==> src/rtl/cache_traffic_gen.sv <==
// Multi-channel cache request generator and response sink with per-channel tag/index sweeps.
// Optional response checking is compiled in when CACHE_TGEN_CHECK_EN is defined.
module cache_traffic_gen #(
   parameter int NUM_CH     = 2,
   parameter int OFFSET_W   = 4,
   parameter int IDX_W      = 3,
   parameter int TAG_W      = 3,
   parameter int NUM_IDX    = 3,
   parameter int TAG_SPAN   = 2,
   parameter int TAG_STRIDE = 4,
   parameter int GAP        = 4,
   parameter int RESP_DELAY = 1,
   parameter int NUM_REQ    = 50,
   parameter int CNT_W      = 16
) (
   input  logic                 clk,
   input  logic                 reset,
   input  logic                 start,
   input  logic [1:0]           mode,
   output logic [NUM_CH*76-1:0] cachereq_msg,
   output logic [NUM_CH-1:0]    cachereq_val,
   input  logic [NUM_CH-1:0]    cachereq_rdy,
   input  logic [NUM_CH*44-1:0] cacheresp_msg,
   input  logic [NUM_CH-1:0]    cacheresp_val,
   output logic [NUM_CH-1:0]    cacheresp_rdy,
   output logic [CNT_W-1:0]     cnt_req,
   output logic [CNT_W-1:0]     cnt_resp,
   output logic [CNT_W-1:0]     err_cnt,
   output logic                 busy,
   output logic                 done
);

   localparam int              NW       = $clog2(NUM_CH + 1);
   localparam logic [7:0]      GAP_LAST = 8'((GAP > 0) ? GAP - 1 : 0);
   localparam logic [3:0]      DLY      = 4'(RESP_DELAY);
   localparam logic [CNT_W-1:0] REQ_LAST = CNT_W'(NUM_REQ);

   typedef enum logic [2:0] {S_IDLE, S_GAP, S_REQ, S_WAIT, S_FIN} state_t;

   function automatic logic [NW-1:0] popcnt(input logic [NUM_CH-1:0] v);
      logic [NW-1:0] s;
      s = '0;
      for (int i = 0; i < NUM_CH; i++) s = s + NW'(v[i]);
      return s;
   endfunction

   function automatic logic [CNT_W-1:0] sat_add(input logic [CNT_W-1:0] a, input logic [NW-1:0] n);
      logic [CNT_W:0] s;
      s = {1'b0, a} + (CNT_W + 1)'(n);
      return s[CNT_W] ? '1 : s[CNT_W-1:0];
   endfunction

   logic              start_go;
   logic              all_fin;
   logic [1:0]        mode_q;
   logic [NUM_CH-1:0] req_hs;
   logic [NUM_CH-1:0] resp_hs;
   logic [NUM_CH-1:0] ch_fin;

   assign start_go = start && !busy;
   assign all_fin  = &ch_fin;
   assign req_hs   = cachereq_val & cachereq_rdy;
   assign resp_hs  = cacheresp_val & cacheresp_rdy;

   // Mode 3 behaves as read, so it is folded into mode 0 when captured.
   always_ff @(posedge clk) begin
      if (reset)         mode_q <= 2'd0;
      else if (start_go) mode_q <= (mode == 2'd3) ? 2'd0 : mode;
   end

`ifdef CACHE_TGEN_CHECK_EN
   logic [NUM_CH-1:0] ch_err;
`else
   logic unused_resp;
   assign unused_resp = ^cacheresp_msg;
`endif

   for (genvar c = 0; c < NUM_CH; c++) begin : g_ch
      localparam logic [TAG_W-1:0] BASE    = TAG_W'(c * TAG_STRIDE);
      localparam logic [TAG_W-1:0] TAG_END = TAG_W'(c * TAG_STRIDE + TAG_SPAN);

      state_t           state_q, state_d;
      logic [TAG_W-1:0] tag_q, tag_inc;
      logic [IDX_W-1:0] idx_q, idx_inc;
      logic [CNT_W-1:0] seq_q;
      logic [7:0]       gap_q;
      logic [3:0]       dly_q;
      logic             is_wr, hold_addr;
      logic [1:0]       req_type;
      logic [31:0]      addr, wdata;
      logic [75:0]      msg;
      logic             req_val, rsp_rdy;
      logic [75:0]      req_msg;

      assign is_wr     = (mode_q == 2'd1) || ((mode_q == 2'd2) && !seq_q[0]);
      assign hold_addr = (mode_q == 2'd2) && !seq_q[0];
      assign req_type  = {1'b0, is_wr};
      assign addr      = 32'({tag_q, idx_q, {OFFSET_W{1'b0}}, 2'b00});
      assign wdata     = is_wr ? {8'(c), 24'(seq_q)} : 32'd0;
      assign msg       = {req_type, 8'(seq_q), addr, 2'b00, wdata};
      assign tag_inc   = tag_q + 1'b1;
      assign idx_inc   = idx_q + 1'b1;

      always_ff @(posedge clk) begin
         if (reset) state_q <= S_IDLE;
         else       state_q <= state_d;
      end

      always_comb begin
         state_d = state_q;
         case (state_q)
            S_IDLE: if (start_go) state_d = (GAP == 0) ? S_REQ : S_GAP;
            S_GAP:  if (gap_q == GAP_LAST) state_d = S_REQ;
            S_REQ:  if (req_hs[c]) state_d = S_WAIT;
            S_WAIT: if (resp_hs[c])
                       state_d = (seq_q == REQ_LAST) ? S_FIN : ((GAP == 0) ? S_REQ : S_GAP);
            S_FIN:  if (all_fin) state_d = S_IDLE;
            default: state_d = S_IDLE;
         endcase
      end

      always_comb begin
         req_val = 1'b0;
         rsp_rdy = 1'b0;
         req_msg = '0;
         case (state_q)
            S_REQ: begin
               req_val = 1'b1;
               req_msg = msg;
            end
            S_WAIT:  rsp_rdy = (dly_q == DLY);
            default: ;
         endcase
      end

      assign cachereq_val[c]             = req_val;
      assign cachereq_msg[c*76 +: 76]    = req_msg;
      assign cacheresp_rdy[c]            = rsp_rdy;
      assign ch_fin[c]                   = (state_q == S_FIN);

      // Sweep position advances on every accepted request except the write half of mode 2.
      always_ff @(posedge clk) begin
         if (reset) begin
            tag_q <= BASE;
            idx_q <= '0;
            seq_q <= '0;
            gap_q <= '0;
            dly_q <= '0;
         end else begin
            gap_q <= (state_q == S_GAP) ? gap_q + 8'd1 : 8'd0;
            if (state_q != S_WAIT || !cacheresp_val[c] || resp_hs[c]) dly_q <= '0;
            else if (dly_q != DLY)                                    dly_q <= dly_q + 4'd1;
            if (start_go) begin
               tag_q <= BASE;
               idx_q <= '0;
               seq_q <= '0;
            end else if (req_hs[c]) begin
               seq_q <= seq_q + 1'b1;
               if (!hold_addr) begin
                  if (tag_inc == TAG_END) begin
                     tag_q <= BASE;
                     idx_q <= (idx_inc == IDX_W'(NUM_IDX)) ? '0 : idx_inc;
                  end else begin
                     tag_q <= tag_inc;
                  end
               end
            end
         end
      end

`ifdef CACHE_TGEN_CHECK_EN
      logic [1:0]  out_type;
      logic [7:0]  out_opq;
      logic [31:0] wr_data;
      logic        out_chk_data;
      logic [43:0] rsp;
      logic        unused_len;

      assign rsp        = cacheresp_msg[c*44 +: 44];
      assign unused_len = ^rsp[33:32];

      always_ff @(posedge clk) begin
         if (req_hs[c]) begin
            out_type <= req_type;
            out_opq  <= 8'(seq_q);
            if (is_wr) wr_data <= wdata;
         end
      end

      always_ff @(posedge clk) begin
         if (reset)          out_chk_data <= 1'b0;
         else if (req_hs[c]) out_chk_data <= (mode_q == 2'd2) && !is_wr;
      end

      assign ch_err[c] = resp_hs[c] && ((rsp[41:34] != out_opq) || (rsp[43:42] != out_type) ||
                                        (out_chk_data && (rsp[31:0] != wr_data)));
`endif
   end

   always_ff @(posedge clk) begin
      if (reset) begin
         busy     <= 1'b0;
         done     <= 1'b0;
         cnt_req  <= '0;
         cnt_resp <= '0;
      end else if (start_go) begin
         busy     <= 1'b1;
         done     <= 1'b0;
         cnt_req  <= '0;
         cnt_resp <= '0;
      end else begin
         if (busy && all_fin) begin
            busy <= 1'b0;
            done <= 1'b1;
         end
         cnt_req  <= sat_add(cnt_req, popcnt(req_hs));
         cnt_resp <= sat_add(cnt_resp, popcnt(resp_hs));
      end
   end

`ifdef CACHE_TGEN_CHECK_EN
   always_ff @(posedge clk) begin
      if (reset || start_go) err_cnt <= '0;
      else                   err_cnt <= sat_add(err_cnt, popcnt(ch_err));
   end
`else
   assign err_cnt = '0;
`endif

endmodule

==> config.mk <==
export PLATFORM = sky130hd
export DESIGN_NAME = cache_traffic_gen
export DESIGN_NICKNAME = d
export VERILOG_FILES = /design/src/rtl/cache_traffic_gen.sv
export SDC_FILE = /design/constraint.sdc
export NUM_CORES = 1
export LEC_CHECK = 0
export BUFFER_PORTS_ARGS = -buffer_cell sky130_fd_sc_hd__buf_2
export CORE_AREA = 5 5 123 125
export DETAILED_ROUTE_END_ITERATION = 7
export DIE_AREA = 0 0 128 130
export HOLD_SLACK_MARGIN = 0.06
export PLACE_DENSITY_LB_ADDON = 0.12
export SYNTH_ARGS = -nofsm -noshare
export SYNTH_HDL_FRONTEND = slang
export SYNTH_SLANG_ARGS = --single-unit
==> constraint.sdc <==
create_clock -name clk -period 3.95 [get_ports clk]
set_input_delay 0.1975 -clock clk [delete_from_list [all_inputs] [get_ports clk]]
set_output_delay 0.1975 -clock clk [all_outputs]
set_load 0.01 [all_outputs]
Word level (Yosys, flattened, before mapping)
Index checks and enable logic that the tools add are counted.
{"block": "word_totals", "inputBits": 97, "wordCells": 131, "output_inout_bits": 206, "regBits": 110}
{"block": "classes", "mux": 29, "bitwise_logic": 6, "reduce_logical": 30, "n_eq_ne": 35, "addsub": 14}
{"operator": "$mux W75", "n": 2}
{"operator": "$mux W16", "n": 3}
{"operator": "$mux W3", "n": 14}
{"operator": "$add A16 B2 Y17", "n": 2}
{"operator": "$add A16 B1 Y16 const B", "n": 2}
{"operator": "$eq A16 B6 Y1 const B", "n": 2}
{"operator": "$pmux W3 S5", "n": 2}
{"operator": "$mux W25", "n": 1}
{"operator": "$eq A3 B2 Y1 const B", "n": 7}
{"operator": "$ne A2 B2 Y1 const B", "n": 10}
{"operator": "$add A8 B1 Y8 const B", "n": 2}
{"operator": "$eq A8 B2 Y1 const B", "n": 2}
{"operator": "$add A3 B1 Y3 const B", "n": 4}
{"operator": "$reduce_and A5 Y1", "n": 2}
{"operator": "$reduce_or A2 Y1", "n": 5}
{"operator": "$eq A3 B3 Y1 const B", "n": 3}
{"operator": "$add A4 B1 Y4 const B", "n": 2}
{"operator": "$eq A4 B1 Y1 const B", "n": 2}
{"operator": "$ne A4 B1 Y1 const B", "n": 2}
{"operator": "$eq A3 B1 Y1 const B", "n": 2}
{"operator": "$logic_not A3 Y1", "n": 2}
{"operator": "$logic_or A1 B1 Y1", "n": 6}
{"operator": "$mux W1", "n": 6}
{"operator": "$ne A3 B2 Y1 const B", "n": 2}
{"operator": "11 further kinds", "n": 27}

Longest topological paths before layout
Gate-level depths: netlist (run 1).
{"block": "depth", "ltp_word": 6, "mapped_depth": 12, "depth_no_buf": 11}

Least setup slack after synthesis (run 1)
OpenSTA, ideal clock, no wires.
{"block": "synth_path", "kind": "register -> register", "from": "reg g_ch[0].dly_q[0]", "to": "reg cnt_resp[10]", "stages_incl_launch_ff": 12, "path_slack_ps": 1184, "synth_period_minus_slack_ps": 2766, "setup_ps": 70, "arrival_ps": 2695, "path_buffers": 1, "cell_sequence": "dfxtp_1 -> ha_1 -> nor3b_1 -> nand4_1 -> fa_1 -> inv_1 -> ha_1 -> nand2_1 -> nor4_2 -> nand2_1 -> clkbuf_1 -> a21oi_1"}
{"block": "synth_between", "elab_chain_len": 6}
{"element": "from (decl)", "line_no": "87", "text": "logic [3:0] dly_q;"}
{"element": "from (signal assigned)", "line_no": "152", "text": "else if (dly_q != DLY) dly_q <= dly_q + 4'd1;"}
{"element": "$eq A4 B1 Y1", "line_no": "131", "text": "S_WAIT: rsp_rdy = (dly_q == DLY);"}
{"element": "$mux W1", "line_no": "126", "text": "case (state_q)"}
{"element": "$and A2 B2 Y2", "line_no": "63", "text": "assign resp_hs = cacheresp_val & cacheresp_rdy;"}
{"element": "$add A1 B1 Y2", "line_no": "43", "text": "for (int i = 0; i < NUM_CH; i++) s = s + NW'(v[i]);"}
{"element": "$add A16 B2 Y17", "line_no": "49", "text": "s = {1'b0, a} + (CNT_W + 1)'(n);"}
{"element": "$mux W16", "line_no": "50", "text": "return s[CNT_W] ? '1 : s[CNT_W-1:0];"}
{"element": "to (signal assigned)", "line_no": "217", "text": "cnt_resp <= sat_add(cnt_resp, popcnt(resp_hs));"}
{"element": "to (decl)", "line_no": "27", "text": "output logic [CNT_W-1:0] cnt_resp,"}
Every way passes these cells.
A chain may end at the register's enable or synchronous reset.

Worst setup path in the final report (run 1)
{"block": "layout_path", "from": "reg g_ch[0].dly_q[0]", "to": "reg cnt_resp[0]"}
Same word-level chain as after synthesis.

==> flow_summary_export.csv, run 1 <==
group,metric,value,unit
global_route,overflow,0,
yosys,syn_area_per_cell,8.33,sq um
sta,hold_viol,0,
sta,fmax,0.294,GHz
worst_setup_path,cp_slowest_cell,"fa_1",
yosys,syn_inst,777,
sta,drv_slew,0,
worst_setup_path,cp_num_buf_inv,1,
power_and_ir_drop,p_total,2.05,mW
cts,cts_tree,"built",
power_and_ir_drop,power_density,294,nW/um^2
placement,io_buffers,109,
job,drv_cap,0,
global_route,grt_max_degree,46,
min_path,holdPathEnd,"mode_q[1]",
yosys,synth_seq_cells,110,
yosys,synth-edff-count,0,
min_path,hp-start,"mode[1]",
yosys,yosys_warnings,0,
worst_setup_path,critPathMaxStageDelay,530,ps
worst_setup_path,rr_startpoint,"g_ch[0].dly_q[0]",
worst_setup_path,ff2ff_setup_slack,540,ps
drt,first_iter_violations,281,
finish,fin_util,0.507,
finish,nets,989,
worst_setup_path,rr_endpoint,"cnt_resp[0]",
worst_setup_path,cp_cell_sequence,"ha_1 -> nor3b_1 -> nand4_1 -> fa_1 -> inv_1 -> ha_1 -> nand2_1 -> nor4_2 -> nand2_1 -> a21oi_1",
cts,cts_root_buffer,"clkbuf_16",
worst_setup_path,cp_data_required_time,4210,ps
power_and_ir_drop,p_leak,2.98,nW
yosys,async_flop_share,0,
yosys,synthFlopType,"dfxtp_1",
floorplanning,row_count,43,
worst_setup_path,cp_max_fo,12,
yosys,yosysTopAreaCell,"dfxtp_1",
sta,timing.final.crit_share,0.862,
sta,setup_viol,0,
yosys,synthTopCellsByArea,"dfxtp_1 (34%), buf_4 (13%), and2_1 (5.4%)",
cts,clk_pin_slew_worst_paths,70,ps
global_route,grt_pass1_wl,23500,um
cts,cts_buffer_depth,2,
sta,fin_skew,4.89,ps
yosys,synth_top_cell_area_share,0.340,
power_and_ir_drop,power.switching,0.486,mW
cts,clkLatencyLatePin,340,ps
power_and_ir_drop,sw_frac_of_total,0.237,
floorplanning,start_util,0.470,
drt,avgRoutedWirePerCell,13.7,um
drt,vias_per_cell,5.01,
sta,final.setup.tns,0,ps
yosys,synthTopCellsByCount,"buf_4 (110), dfxtp_1 (110), nor2_1 (64), and2_1 (56), a21oi_1 (54)",
yosys,synth.distinct_cells,60,
cts,cts-buffers-inserted,9,
cts,cts_hold_buffers,0,
placement,routabilityCongestion,0.817,
worst_setup_path,cp-end-kind,"flip-flop",
worst_setup_path,worstSetupPathType,"reg -> reg",
cts,cts.sinks,110,
cts,cts_resized,0,
worst_setup_path,reg2reg_depth,10,
sta,period_needed,3410,ps
floorplanning,core_area,13800,sq um
finish,syn2layout_area_growth,7.95,%
floorplanning,die-area,16600,sq um
global_route,grt_pass1_vias,4954,
power_and_ir_drop,vdd_drop_max,0.195,mV
power_and_ir_drop,sequentialPowerShare,0.545,
global_route,antenna_found_initial,2,
drt,drt_wl_total,14500,um
worst_setup_path,path_delay_family,"simple AND/OR/NAND/NOR gates",
sta,rsz0062_at_grt,"no",
yosys,syn_area,6470,sq um
cts,cts_setup_buffers,0,
power_and_ir_drop,p_int,1.57,mW
drt,detail-route-antenna-nets,0,
finish,drive_above_1_share,0.159,
yosys,seq_area_frac_synth,0.340,
run_status,status,"finished, final reports clean",
sta,slew_headroom,0.378,
floorplanning,die_w,128,um
power_and_ir_drop,power_frac_comb,0.052,
min_path,hold_depth,3,
floorplanning,die_y,130,um
global_route,track_usage,0.169,
drt,first_pass_iters,4,
min_path,min_path_type,"in -> reg",
finish,nFillCells,1364,
cts,cts.htree.levels,3,
drt,drc,0,
drt,vias,5276,
sta,max_slew.worst_pin.slew,930,ps
worst_setup_path,cp-start-kind,"flip-flop",
sta,holdWs,131,ps
power_and_ir_drop,clockPowerShare,0.403,
worst_setup_path,cp.arrival,3660,ps
placement,dpl.hpwl,11000,um
floorplanning,io_pins,303,
layout make-up:
class,count,area [sq um],area share
clock inverters,2,10.0,0.00143
inverters,25,93.8,0.0134
multi-input cells,610,3620,0.519
diodes,1,2.50,0.000358
well taps,180,225,0.0322
repair buffers,114,583,0.0835
clock buffers,12,246,0.0353
flip-flops and latches,110,2200,0.315
registers in the layout, summed over array words and instances (netlist names):
register      cells
cnt_req          16
g_ch.gap_q       16
g_ch.idx_q        6
g_ch.state_q      6
g_ch.dly_q        8
g_ch.tag_q        6
busy              1
g_ch.seq_q       32
mode_q            2
cnt_resp         16
done              1
worst reg2reg max path: stages (launching register included):
cell	delay (ps)
dfxtp_1	390
ha_1	160
nor3b_1	290
nand4_1	320
fa_1	530
inv_1	70
ha_1	220
nand2_1	150
nor4_2	510
nand2_1	440
a21oi_1	250
cells in the final DEF, fill, tap and decap left out, types with 3 or more instances in the layout:
cell	synthesis	routed
a211o_1	4	4
a211oi_1	8	8
a21oi_1	54	54
a31oi_1	3	3
and2_1	56	56
and3_1	15	15
and4_1	6	6
buf_2	6	109
buf_4	110	5
clkbuf_16	0	9
conb_1	1	105
dfxtp_1	110	110
ha_1	20	20
inv_1	24	24
nand2_1	39	38
nand2b_1	4	4
nand3_1	35	35
nand3b_1	4	4
nand4_1	18	18
nor2_1	64	64
nor2b_1	6	6
nor3_1	22	22
nor3b_1	6	6
nor4_1	9	9
nor4b_1	3	3
o21ai_0	14	14
o31ai_1	5	5
or3_1	13	13
or4_1	7	7
xnor2_1	29	29
xor2_1	28	28
per-stage QoR:
step	area [sq um]	worst slack [ps]	instances
detailed placement	6730	562	1039
global route	6990	234	1054
global placement	6730	711	1039
floorplan	6860	1180	881
finish	6990	545	1054
CTS	6980	531	1053
worst max-delay path by stage:
stage	startpoint	to	slack, ps	cells past startpoint
after floorplan	g_ch[0].dly_q[0]	cnt_resp[10]	1180	11
final	g_ch[0].dly_q[0]	cnt_resp[0]	540	10
after detailed placement	g_ch[0].dly_q[0]	cnt_resp[0]	560	10
after global routing	g_ch[0].dly_q[0]	cnt_resp[6]	230	10
after CTS	g_ch[0].dly_q[0]	cnt_resp[0]	530	10
after global placement	g_ch[0].dly_q[0]	cnt_resp[0]	710	10
metal layers:
metal,GRT usage,share of wire,vias to the layer above
met5,0,0.00076,-
met4,0.0605,0.019,2
met3,0.0418,0.073,20
met2,0.279,0.46,157
met1,0.216,0.45,2462
li1,-,-,2635
kinds of logic after synthesis:
group	count (synthesis)	synth area share
buf+inv	161	0.161
simple gates	325	0.283
xor+xnor	57	0.0771
flops	110	0.340
mux	2	0.00309
fa+ha+maj	22	0.0448
other cells	1	0.000579
compound gates	99	0.0903
power by group through the flow:
stage | Clock [mW] | Sequential (mW) | Combinational, mW
4_1_cts | 0.852 | 1.12 | 0.102
3_5_place_dp | 0 | 1.14 | 0.102
5_1_grt | 0.894 | 1.12 | 0.119
6_report | 0.828 | 1.12 | 0.106
3_3_place_gp | 0 | 1.14 | 0.101
2_1_floorplan | 0 | 1.14 | 0.163
Power figures use the tool's default switching activity.
==> inputs of run 2 (changes only) <==
==> constraint.sdc (replaced) <==
create_clock -name clk -period 3.95 [get_ports clk]
set_input_delay 0.79 -clock clk [delete_from_list [all_inputs] [get_ports clk]]
set_output_delay 0.79 -clock clk [all_outputs]
set_load 0.01 [all_outputs]
==> flow_summary_export.csv, run 2 (synthesis results as in run 1) <==
group,metric,value,unit
worst_setup_path,cp_max_fo,12,
cts,cts_setup_buffers,0,
floorplanning,row_count,43,
sta,drv_slew,0,
cts,clkLatencyLatePin,350,ps
floorplanning,die_y,130,um
sta,period_needed,3350,ps
global_route,grt_pass1_wl,23900,um
worst_setup_path,cp_data_required_time,4210,ps
drt,vias_per_cell,4.96,
finish,nFillCells,1326,
cts,cts_hold_buffers,0,
worst_setup_path,cp.arrival,3610,ps
finish,syn2layout_area_growth,8.72,%
drt,vias,5240,
drt,first_pass_iters,4,
sta,rsz0062_at_grt,"no",
floorplanning,die_w,128,um
finish,final_common_cell,"dfxtp_1",
placement,io_buffers,109,
drt,drt_wl_total,14600,um
placement,routabilityCongestion,0.823,
finish,nets,991,
sta,setup_viol,0,
sta,final.setup.tns,0,ps
floorplanning,core_area,13800,sq um
drt,detail-route-antenna-nets,0,
finish,regArea,2200,sq um
sta,timing.final.crit_share,0.847,
floorplanning,start_util,0.470,
global_route,grt_pass1_vias,4963,
drt,drc,0,
finish,fin_util,0.511,
sta,fin_skew,5.83,ps
global_route,overflow,0,
min_path,min_path_type,"reg -> reg",
sta,slew_headroom,0.450,
finish,multi_input_area,3620,sq um
global_route,track_usage,0.174,
finish,mostFrequentLayoutCells,"dfxtp_1 (110), buf_2 (109), conb_1 (105)",
global_route,antenna_found_initial,2,
global_route,grt_max_degree,41,
job,drv_cap,0,
worst_setup_path,worstSetupPathType,"reg -> reg",
finish,drive_above_1_share,0.162,
placement,placed_area,6740,sq um
placement,dpl.hpwl,11100,um
cts,cts-buffers-inserted,9,
cts,cts_root_buffer,"clkbuf_16",
cts,cts_resized,0,
sta,hold_viol,0,
sta,fmax,0.299,GHz
drt,first_iter_violations,290,
sta,worst_slack,604,ps
placement,place_ws,555,ps
floorplanning,io_pins,303,
finish,top_register,"g_ch.seq_q",
drt,avgRoutedWirePerCell,13.9,um
finish,final_cell_area,7040,sq um
finish,largest_reg_flops,32,
power_and_ir_drop,p_leak,3.01,nW
cts,cts.sinks,110,
cts,cts_tree,"built",
power_and_ir_drop,vdd_drop_max,0.170,mV
run_status,status,"finished, final reports clean",
floorplanning,die-area,16600,sq um
sta,max_slew.worst_pin.slew,821,ps
power_and_ir_drop,power_density,304,nW/um^2
power_and_ir_drop,p_total,2.14,mW
cts,cts.htree.levels,3,
cts,clk_pin_slew_worst_paths,70,ps
worst_setup_path,cp-start-kind,"flip-flop",
cts,cts_buffer_depth,2,
worst_setup_path,cp-end-kind,"flip-flop",
finish,num_antenna_cells,0,
## run 2: cell count changes in the layout (fill, tap and decap cells not counted), sizes merged
cell / delta
clkbuf: +1
bufinv: +1
buf: +2
diode: -1
## run 2: metal layers
layer  track usage  up-vias  part of all wire
met1         0.224     2414              0.45
met3        0.0463       24             0.073
met4        0.0749        4             0.021
li1              -     2644                 -
met5             0        -            0.0020
met2         0.275      154              0.46
## run 2: per-stage QoR
step,hold slack [ps],cells
global route,498,1057
floorplan,433,881
finish,471,1057
CTS,474,1057
detailed placement,463,1041
global placement,442,1041
## run 2: final timing paths
kind                                       start               end  slack [ps]  depth (start not counted)
worst max-delay path            g_ch[0].dly_q[0]       cnt_resp[0]         600                         10
worst min-delay path            g_ch[1].dly_q[0]  g_ch[1].dly_q[0]         470                          1
worst max register to register  g_ch[0].dly_q[0]       cnt_resp[0]         600                         10
worst min register to register  g_ch[1].dly_q[0]  g_ch[1].dly_q[0]         470                          1
## run 2: cell type report
type,instances,area share
clock buffers,13,0.0356
repair buffers,116,0.0850
multi-input cells,610,0.515
flip-flops and latches,110,0.313
inverters,25,0.0133
well taps,180,0.0320
clock inverters,3,0.00622
## run 2: worst max-delay path, stage by stage (launching register included)
cell     delay, ps
dfxtp_1        380
ha_1           160
nor3b_1        280
nand4_1        280
fa_1           530
inv_1           70
ha_1           220
nand2_1        150
nor4_2         510
nand2_1        430
a21oi_1        240
## run 2: power by group
part           total, mW  leakage, nW  switching (mW)  internal [mW]
Sequential          1.12        0.887          0.0103           1.11
Clock              0.914        0.144           0.403          0.511
Combinational      0.101         1.98          0.0842         0.0169
